[config.mk]
export PLATFORM = sky130hd
export DESIGN_NAME = qout_run_meter
export DESIGN_NICKNAME = d
export VERILOG_FILES = /design/src/rtl/qout_run_meter.sv
export SDC_FILE = /design/constraint.sdc
export NUM_CORES = 1
export LEC_CHECK = 0
export CORE_ASPECT_RATIO = 1.2
export CORE_MARGIN = 2
export CORE_UTILIZATION = 40
export DETAILED_ROUTE_END_ITERATION = 6
export HOLD_SLACK_MARGIN = 0.15
export PLACE_DENSITY = 0.61
export SYNTH_ARGS = -nofsm -noshare
export SYNTH_HDL_FRONTEND = slang
export SYNTH_SLANG_ARGS = --single-unit
[constraint.sdc]
create_clock -name clk -period 2.7 [get_ports clk]
set_input_delay 0.54 -clock clk [delete_from_list [all_inputs] [get_ports clk]]
set_output_delay 0.54 -clock clk [all_outputs]
set_load 0.005 [all_outputs]
[src/rtl/qout_run_meter.sv]
// qout_run_meter: measures the length of each constant-level run on qin and
// emits one {level, length, saturated} record per completed run over a
// valid/ready handshake. Records that arrive while an undelivered record is
// stalled are dropped and remembered in a sticky drop_flag.
//
// Optional build macro QRUN_DROP_CNT_EN adds an 8-bit saturating drop_cnt
// output counting dropped records.
//
// state | meaning
// ------+-------------------------------------------------------------
// IDLE  | just out of reset; next edge latches the first level
// RUN   | counting the current run; a level change completes a record
module qout_run_meter #(
  parameter int LEN_W = 8
) (
  input  logic             clk,
  input  logic             rst,
  input  logic             qin,
  input  logic             clr_drop,
  input  logic             out_ready,
  output logic             out_valid,
  output logic             out_level,
  output logic [LEN_W-1:0] out_len,
  output logic             out_sat,
`ifdef QRUN_DROP_CNT_EN
  output logic [7:0]       drop_cnt,
`endif
  output logic             drop_flag
);

  localparam logic [LEN_W-1:0] MAX = {LEN_W{1'b1}};
  localparam logic [LEN_W-1:0] ONE = LEN_W'(1);

  typedef enum logic {IDLE, RUN} state_t;

  state_t           state, state_nxt;
  logic             cur_level, cur_level_nxt;
  logic [LEN_W-1:0] run_cnt, run_cnt_nxt;
  logic             sat, sat_nxt;
  logic             complete;

  logic             xfer, load, drop;
  logic             out_valid_nxt, out_level_nxt, out_sat_nxt;
  logic [LEN_W-1:0] out_len_nxt;
  logic             drop_flag_nxt;

  // State, run tracker and output registers
  always_ff @(posedge clk) begin
    if (rst) begin
      state     <= IDLE;
      cur_level <= 1'b0;
      run_cnt   <= '0;
      sat       <= 1'b0;
      out_valid <= 1'b0;
      out_level <= 1'b0;
      out_len   <= '0;
      out_sat   <= 1'b0;
      drop_flag <= 1'b0;
    end else begin
      state     <= state_nxt;
      cur_level <= cur_level_nxt;
      run_cnt   <= run_cnt_nxt;
      sat       <= sat_nxt;
      out_valid <= out_valid_nxt;
      out_level <= out_level_nxt;
      out_len   <= out_len_nxt;
      out_sat   <= out_sat_nxt;
      drop_flag <= drop_flag_nxt;
    end
  end

  // Next-state and run counting; the first cycle of every run counts as 1
  always_comb begin
    state_nxt     = state;
    cur_level_nxt = cur_level;
    run_cnt_nxt   = run_cnt;
    sat_nxt       = sat;
    complete      = 1'b0;
    case (state)
      IDLE: begin
        cur_level_nxt = qin;
        run_cnt_nxt   = ONE;
        sat_nxt       = 1'b0;
        state_nxt     = RUN;
      end
      RUN: begin
        if (qin == cur_level) begin
          if (run_cnt == MAX) begin
            sat_nxt = 1'b1;
          end else begin
            run_cnt_nxt = run_cnt + ONE;
          end
        end else begin
          complete      = 1'b1;
          cur_level_nxt = qin;
          run_cnt_nxt   = ONE;
          sat_nxt       = 1'b0;
        end
      end
      default: begin
        state_nxt = IDLE;
      end
    endcase
  end

  // Output register load/hold/drop decisions; a completion coincident with a
  // transfer reloads the slot so back-to-back records have no bubble
  always_comb begin
    xfer          = out_valid & out_ready;
    load          = complete & (~out_valid | out_ready);
    drop          = complete & out_valid & ~out_ready;
    out_valid_nxt = out_valid;
    out_level_nxt = out_level;
    out_len_nxt   = out_len;
    out_sat_nxt   = out_sat;
    if (load) begin
      out_valid_nxt = 1'b1;
      out_level_nxt = cur_level;
      out_len_nxt   = run_cnt;
      out_sat_nxt   = sat;
    end else if (xfer) begin
      out_valid_nxt = 1'b0;
    end
    if (drop) begin
      drop_flag_nxt = 1'b1;
    end else if (clr_drop) begin
      drop_flag_nxt = 1'b0;
    end else begin
      drop_flag_nxt = drop_flag;
    end
  end

`ifdef QRUN_DROP_CNT_EN
  // Saturating count of dropped records; a drop on the clearing edge leaves 1
  always_ff @(posedge clk) begin
    if (rst) begin
      drop_cnt <= 8'd0;
    end else if (drop) begin
      if (clr_drop) begin
        drop_cnt <= 8'd1;
      end else if (drop_cnt != 8'hFF) begin
        drop_cnt <= drop_cnt + 8'd1;
      end
    end else if (clr_drop) begin
      drop_cnt <= 8'd0;
    end
  end
`endif

endmodule
## After elaboration in Yosys (flattened, before gate mapping)

Cells that the tools add are included.
W data, S select, Z words.

| word-level totals | value |
|---|---|
| register bits | 23 |
| latch bits | 0 |
| RAM bits | 0 |
| ROM bits | 0 |
| memories kept | 0 |

| operators by class | value |
|---|---|
| $add $sub $neg | 1 |
| $mul | 0 |
| divide/modulo/power cells | 0 |
| magnitude comparators | 0 |
| equality and inequality tests | 5 |
| shift-type cells | 0 |
| multiplexer cells | 15 |
| bitwise gates (word level) | 8 |
| reduce and logical (&&, ||, !) cells | 2 |

Operators with widths:

| kind | number |
|---|---|
| $mux W8 | 2 |
| $pmux W8 S2 | 1 |
| $mux W1 | 10 |
| $add A8 B1 Y8 const B | 1 |
| $eq A8 B8 Y1 const B | 1 |
| $and A1 B1 Y1 | 4 |
| $pmux W1 S2 | 2 |
| $reduce_bool A2 Y1 | 2 |
| $ne A3 B2 Y1 const B | 1 |
| $ne A3 B3 Y1 const B | 1 |
| $not A1 Y1 | 3 |
| $ne A2 B2 Y1 const B | 1 |
| $eq A1 B1 Y1 | 1 |
| $or A1 B1 Y1 | 1 |

## Longest topological paths before layout

| depth | value |
|---|---|
| word-level depth | 6 |
| depth in mapped cells | 4 |
| depth with buffers taken out | 4 |

## Worst setup path before layout

Ideal clock, no wire load.

| timing path | value |
|---|---|
| kind | input to register |
| start point | in qin |
| end point | reg out_len[0] |
| arrival | 1.259 ns |
| data required time | 2.628 ns |
| slack | 1.369 ns |
| stages | 4 |
| buffers on the path | 1 |
| cell sequence | xnor2_2 > nor3b_2 > buf_6 > mux2i_1 |

| on the way | value |
|---|---|
| longest elaborated chain between the ends | 4 |

Ends and longest elaborated chain:

| element | RTL line | source |
|---|---|---|
| start, declared | 18 | `input logic qin,` |
| $eq A1 B1 Y1 | 87 | `if (qin == cur_level) begin` |
| $mux W1 | 87 |  |
| $mux W1 | 79 | `case (state)` |
| $and A1 B1 Y1 | 110 | `load = complete & (~out_valid \| out_ready);` |
| end signal, assigned | 66 | `out_len <= out_len_nxt;` |
| end, declared | 23 | `output logic [LEN_W-1:0] out_len,` |

No other way between the ends.
A chain may end at the register's enable or synchronous reset.

## Worst setup path after layout

| timing path | value |
|---|---|
| start point | reg out_len[0] |
| end point | out out_len[0] |

No word-level cell between the ends.

==> results by group <==
Run status
  – Status: completed

Setup path
  – CP Capture Type: primary output
  – Internal reg-to-reg setup slack: between 1 and 1.5 ns
  – Worst setup path endpoint: out_len[0]
  – Worst Path Required: 2.16 ns
  – Worst path arrival time: around 1.2 ns
  – Kind of cell adding the most delay to the critical path: buffers and inverters
  – WP buf/inv: 1
  – Critical path's slowest cell: clkdlybuf4s50_1
  – CP Cell Sequence: clkdlybuf4s50_1
  – Critical Path Fanout Max: 2
  – Worst r2r src: run_cnt[0]$_SDFFE_PP0P_
  – Stages on worst setup path: 1
  – Worst-case reg-to-reg path depth: 4
  – Critical path type: flip-flop to primary output
  – Startpoint Class: flip-flop
  – CP max stage delay: 0.51 ns
  – RR Endpoint: run_cnt[4]$_SDFFE_PP0P_
  – Worst Setup SP: out_len[0]$_SDFFE_PP0P_

Synth
  – Synthesized instance count: 107
  – Synthesized Nets: 113
  – Synthesized flop and latch total: 23
  – Library cells used by synthesis: 29
  – Post-Syn Area: 988 µm²
  – Ys Warns: 0
  – Seq/Total Area, Yosys: 46.6%
  – Syn_area_per_cell: around 9.2 µm²

CTS
  – Resized cells post-CTS: 0
  – CTS clk-pin slew, worst paths: 0.12 ns
  – Setup bufs post-CTS: 0
  – CTS tree: done
  – Clk buf depth: 2
  – CTS root buffer: clkbuf_4
  – CTS Hold Buffers Added: 0
  – Clock sink total: 23
  – H-tree lvl count: 1
  – CTS Buf Count: 3
  – Skew-Pair Late Insertion Delay: 0.30 ns

Global route
  – Initial antenna violation count: 0
  – GRT Util Overall: roughly an eighth
  – Vias in the first global route: 653
  – Gr ovfl total: 0
  – Largest net degree at the start of global routing: 23
  – First-pass GRT wire length: 2860 µm

Timing
  – Setup_tns: 0 ns
  – Fmax: 586 MHz
  – Fin worst setup slack: 0.994 ns
  – RSZ-0062 raised after global routing: false
  – Clock Skews: 0.00393 ns
  – Tightest Pin Transition: ~0.62 ns
  – Min Tclk post-route: 1.71 ns
  – Slew Limit Fails: 0
  – Final Hold Vio Count: 0
  – Final setup fails: 0
  – Max-slew headroom: 58.7%
  – Tcrit/Tclk final: 63.2%

Final layout
  – Area delta synth->final: 21.1%
  – Layout cells sized above 1: a little under 5%
  – Antenna cell count: 0
  – Layout Nets: around 130

Power and ir drop
  – Net Sw Frac: 23.2%
  – Sw Pwr: 0.129 mW
  – Power per cell area: 466 nW/µm²
  – Combinational power share: 9.2%
  – Clk network pwr share: 27.9%
  – Peak supply drop: 216 µV
  – Leak: around 0.42 nW
  – Reg power frac: roughly 63%
  – Internal power: 0.429 mW

Detailed routing
  – Iteration-0 DRC Markers: 6
  – Remaining DRCs: 0
  – Total number of vias: 768
  – Number of vias per cell: between 4 and 5
  – DR WL/cell: 11.1 µm
  – DRT Pass-1 Iters: 4
  – Wirelength, routed: 1720 µm
  – Antenna-violating nets left: 0

Placement
  – Hpwl dp: around 1300 µm
  – Placer congestion estimate: 0.784
  – Place WS: about 0.73 ns
  – PortBufs: 16

Floorplan
  – Die area: between 2000 and 3000 µm²
  – Row cnt: 19
  – Initial Util: 42.4%
  – CORE AREA: about 2300 µm²
  – Die width: 49.4 µm
  – Die Y: 58.5 µm
  – Ports: 17

Job
  – Max Cap Violations: 0

Worst hold path
  – Hold WC Path Type: flip-flop to flip-flop
cell usage after synthesis:
| cell | count | area [µm²] |
|---|---|---|
| a211oi_1 | 1 | 7.51 |
| a21oi_1 | 6 | 30.0 |
| a31oi_1 | 1 | 6.26 |
| a32oi_1 | 1 | 8.76 |
| and2_1 | 1 | 6.26 |
| and3_1 | 2 | 12.5 |
| and4_1 | 2 | 17.5 |
| buf_2 | 1 | 5.00 |
| buf_6 | 1 | 11.3 |
| clkbuf_1 | 2 | 7.51 |
| dfxtp_1 | 23 | 460 |
| ha_1 | 1 | 12.5 |
| inv_1 | 2 | 7.51 |
| mux2i_1 | 12 | 120 |
| nand2_1 | 23 | 86.3 |
| nand3_1 | 4 | 20.0 |
| nand3b_1 | 3 | 22.5 |
| nand4_1 | 2 | 12.5 |
| nor2_1 | 4 | 15.0 |
| nor2b_1 | 3 | 18.8 |
| nor3_1 | 3 | 15.0 |
| nor3b_1 | 1 | 7.51 |
| nor3b_2 | 1 | 12.5 |
| o2111ai_1 | 2 | 17.5 |
| o211ai_1 | 1 | 7.51 |
| o21ai_0 | 1 | 5.00 |
| o311a_1 | 1 | 10.0 |
| xnor2_2 | 1 | 16.3 |
| xor2_1 | 1 | 8.76 |
power groups by stage:
stage	Sequential, mW	Clock [mW]	Combinational [mW]
after floorplan	0.358	0	0.0349
after global placement	0.359	0	0.0509
after detailed placement	0.359	0	0.0518
after CTS	0.351	0.160	0.0520
after global routing	0.352	0.177	0.0563
final	0.351	0.156	0.0514
area by class of cell:
class,count,area (µm²)
multi-input cells,78,497
clock buffers,4,26.3
flip-flops and latches,23,460
well taps,31,38.8
fillers,234,1130
repair buffers,17,168
inverters,2,7.51
logic make-up (layout without fill, tap and decap cells):
group	Yosys count	in the layout	share of synthesized area, %
muxes	12	12	12.2
AOI/OAI and AO/OA	14	14	9.37
adders and majority gates	1	1	1.27
xor gates and xnor gates	2	2	2.53
buffers and inverters	6	23	3.16
and+or+nand+nor	49	49	24.9
DFF	23	23	46.6
metal layers:
| layer | GRT usage (%) | wire length, µm |
|---|---|---|
| met2 | 19.1 | 750 |
| met4 | 5.95 | 25 |
| met1 | 17.7 | 904 |
| met5 | 0 | 0 |
| met3 | 2.28 | 42 |
worst min-delay path by stage:
stage	start	to	slack [ns]	depth (start not counted)
after floorplan	sat$_SDFFE_PP0P_	sat$_SDFFE_PP0P_	0.44	2
after global routing	out_len[6]$_SDFFE_PP0P_	out_len[6]$_SDFFE_PP0P_	0.47	2
final	out_len[4]$_SDFFE_PP0P_	out_len[4]$_SDFFE_PP0P_	0.46	2
after global placement	out_len[0]$_SDFFE_PP0P_	out_len[0]$_SDFFE_PP0P_	0.44	2
after CTS	out_len[6]$_SDFFE_PP0P_	out_len[6]$_SDFFE_PP0P_	0.47	2
after detailed placement	out_len[4]$_SDFFE_PP0P_	out_len[4]$_SDFFE_PP0P_	0.45	2
through the flow:
step | utilization, % | instance area (µm²) | instances | hold slack, ns | power [mW]
after CTS | 51.4 | 1200 | 155 | 0.467 | 0.563
after floorplan | - | 988 | 107 | 0.437 | 0.393
after global placement | 50.3 | 1170 | 151 | 0.443 | 0.409
final | 51.4 | 1200 | 155 | 0.463 | 0.558
after global routing | 51.4 | 1200 | 155 | 0.473 | 0.586
after detailed placement | 50.3 | 1170 | 151 | 0.446 | 0.411
state kept, by name, summed over array words and instances (netlist names):
name,cells
cur_level,1
drop_flag,1
out_len,8
out_level,1
out_sat,1
out_valid,1
run_cnt,8
sat,1
state,1
placed cells by master (no fill, tap or decap), types with 3 or more instances in the layout:
master | Yosys | layout
nand3_1 | 4 | 4
a21oi_1 | 6 | 6
nand3b_1 | 3 | 3
nor3_1 | 3 | 3
mux2i_1 | 12 | 12
nand2_1 | 23 | 23
dfxtp_1 | 23 | 23
nor2_1 | 4 | 4
nor2b_1 | 3 | 3
clkbuf_4 | 0 | 3
clkdlybuf4s50_1 | 0 | 16
(Power assumes the default switching activity.)
==> RTL edit (config.mk and constraints unchanged) <==
Change the parameter `LEN_W` from 8 to 16.
--- a/src/rtl/qout_run_meter.sv
+++ b/src/rtl/qout_run_meter.sv
@@ -13,3 +13,3 @@
 module qout_run_meter #(
-  parameter int LEN_W = 8
+  parameter int LEN_W = 16
 ) (
Interface: changed (resized out_len); port bits go from 17 to 25. No check against the original RTL was run, so the function may have changed too.
==> RTL edit against the unedited design <==
  * Synthesized area rose by 64%
  * Setup slack got worse by 0.29 ns
  * Count of clock-buffer cells in the layout rose by 4
  * Sequential cell count rose by 16
  * Power rose by 92%
  * Global-route usage rose by 4.4 points
  * Via count rose by 69%
  * Final area rose by 68%
  * Routed wire length rose by 92%
  * Maximum frequency fell by 15%
  * Largest cell class is now registers
==> RTL edit: results (changes against the unedited design) <==
* Post-DP HPWL at 2380 µm (+84%)
* Tot Pwr at 1.07 mW (+92%)
* Filler cell count in the final layout at 379 (+62%)
* Htree depth at 2 (+1)
* Via density at 5.18 (+4.5%)
* P_int at 843 µW (+96%)
* Max incr delay on CP at 0.67 ns (+0.16 ns)
* Largest regs: out_len (16), run_cnt (16)
* Status: finished clean
* Adder-cell share of the synthesized area at 0.00773 (-0.00492)
* Hold path endpoint: out_len[12]$_SDFFE_PP0P_
* Clock slew at reported path FFs at 0.07 ns (-0.05 ns)
* Worst Hold Slack at 0.497 ns (+0.0342 ns)
* Synth cell types at 39 (+34%)
* Synth Area in Compound Gates at 0.105 (+0.0115)
* Inst Count DP at 243 (+61%)
* Crit share post-route at 0.740 (+0.108)
* Synth top area cells: dfxtp_1, mux2i_1, nor2_1
* Mux cell area share after synthesis at 0.130 (+0.00841)
* Synth cell count leaders: dfxtp_1, nor2_1, mux2i_1
* Critical-path maximum fanout at 13 (+11)
* WL/cell at 13.2 µm (+19%)
* NumNets Final at 202 (+54%)
* CTS buffer count at 5 (+2)
* Layout cells sized above 1 at 0.0863 (+0.0379)
* Hold Path Origin: out_len[12]$_SDFFE_PP0P_
* Initial drt markers at 51 (+45)
* Global-route wire length before repair at 5670 µm (+98%)
* Syn Nets at 175 (+55%)
* Worst slew margin relative to its limit at 0.557 (-0.0306)
* Final Non-Filler Cells at 251 (+62%)
* Port Buffers at 24 (+8)
* R2r worst-path depth at 5 (+1)
* Slowest-stage cell, CP: nor4_4
* Synth warn at 0 (unchanged)
* Leak Pwr at 0.812 nW (+93%)
* Flop-to-flop setup slack at 0.70 ns (-0.51 ns)
* Reg-to-reg endpoint: run_cnt[1]$_SDFFE_PP0P_
* Comb power frac at 0.055 (-0.037)
* Clock skew at 0.00288 ns (-0.00104 ns)
* Vias in the first global route at 1247 (+91%)
* Routability Congestion at 0.778 (-0.75%)
* Clk network pwr share at 0.400 (+0.121)
* Worst setup path startpoint: run_cnt[0]$_SDFFE_PP0P_
* Worst path top cell family by delay: simple AND/OR/NAND/NOR gates
* CP endpoint: run_cnt[1]$_SDFFE_PP0P_
* DRT Pass-1 Iters at 7 (+3)
* Register area share after synthesis at 0.483 (+0.0168)
* Largest net degree at the start of global routing at 21 (-8.7%)
* Place WS at 0.481 ns (-0.246 ns)
* Root Driver: clkbuf_8
* Peak supply drop at 0.246 mV (+14%)
* Cells after Synth at 169 (+58%)
## RTL edit: changes by cell type after synthesis, sizes merged, moves of 3 or more
| cell | before | now |
|---|---|---|
| a21oi | 6 | 11 |
| dfxtp | 23 | 39 |
| inv | 2 | 5 |
| mux2i | 12 | 21 |
| nand2 | 23 | 8 |
| nand3b | 3 | 0 |
| nand4 | 2 | 5 |
| nor2 | 4 | 26 |
| o21ai | 1 | 7 |
| or3 | 0 | 6 |
## RTL edit: per-layer routing
metal | global-route usage | part of all wire | up-vias
li1 | - | - | 656
met1 | 0.212 | 0.44 | 604
met2 | 0.264 | 0.49 | 32
met3 | 0.0563 | 0.044 | 8
met4 | 0.0780 | 0.020 | 0
met5 | 0 | 0 | -
## RTL edit: layout make-up
cell class,instances,area [µm²],area share
Clock buffer,8,100,0.0498
Inverter,5,18.8,0.00934
Multi-Input combinational cell,118,779,0.388
Sequential cell,39,781,0.389
Tap cell,54,67.6,0.0336
Timing Repair Buffer,27,263,0.131
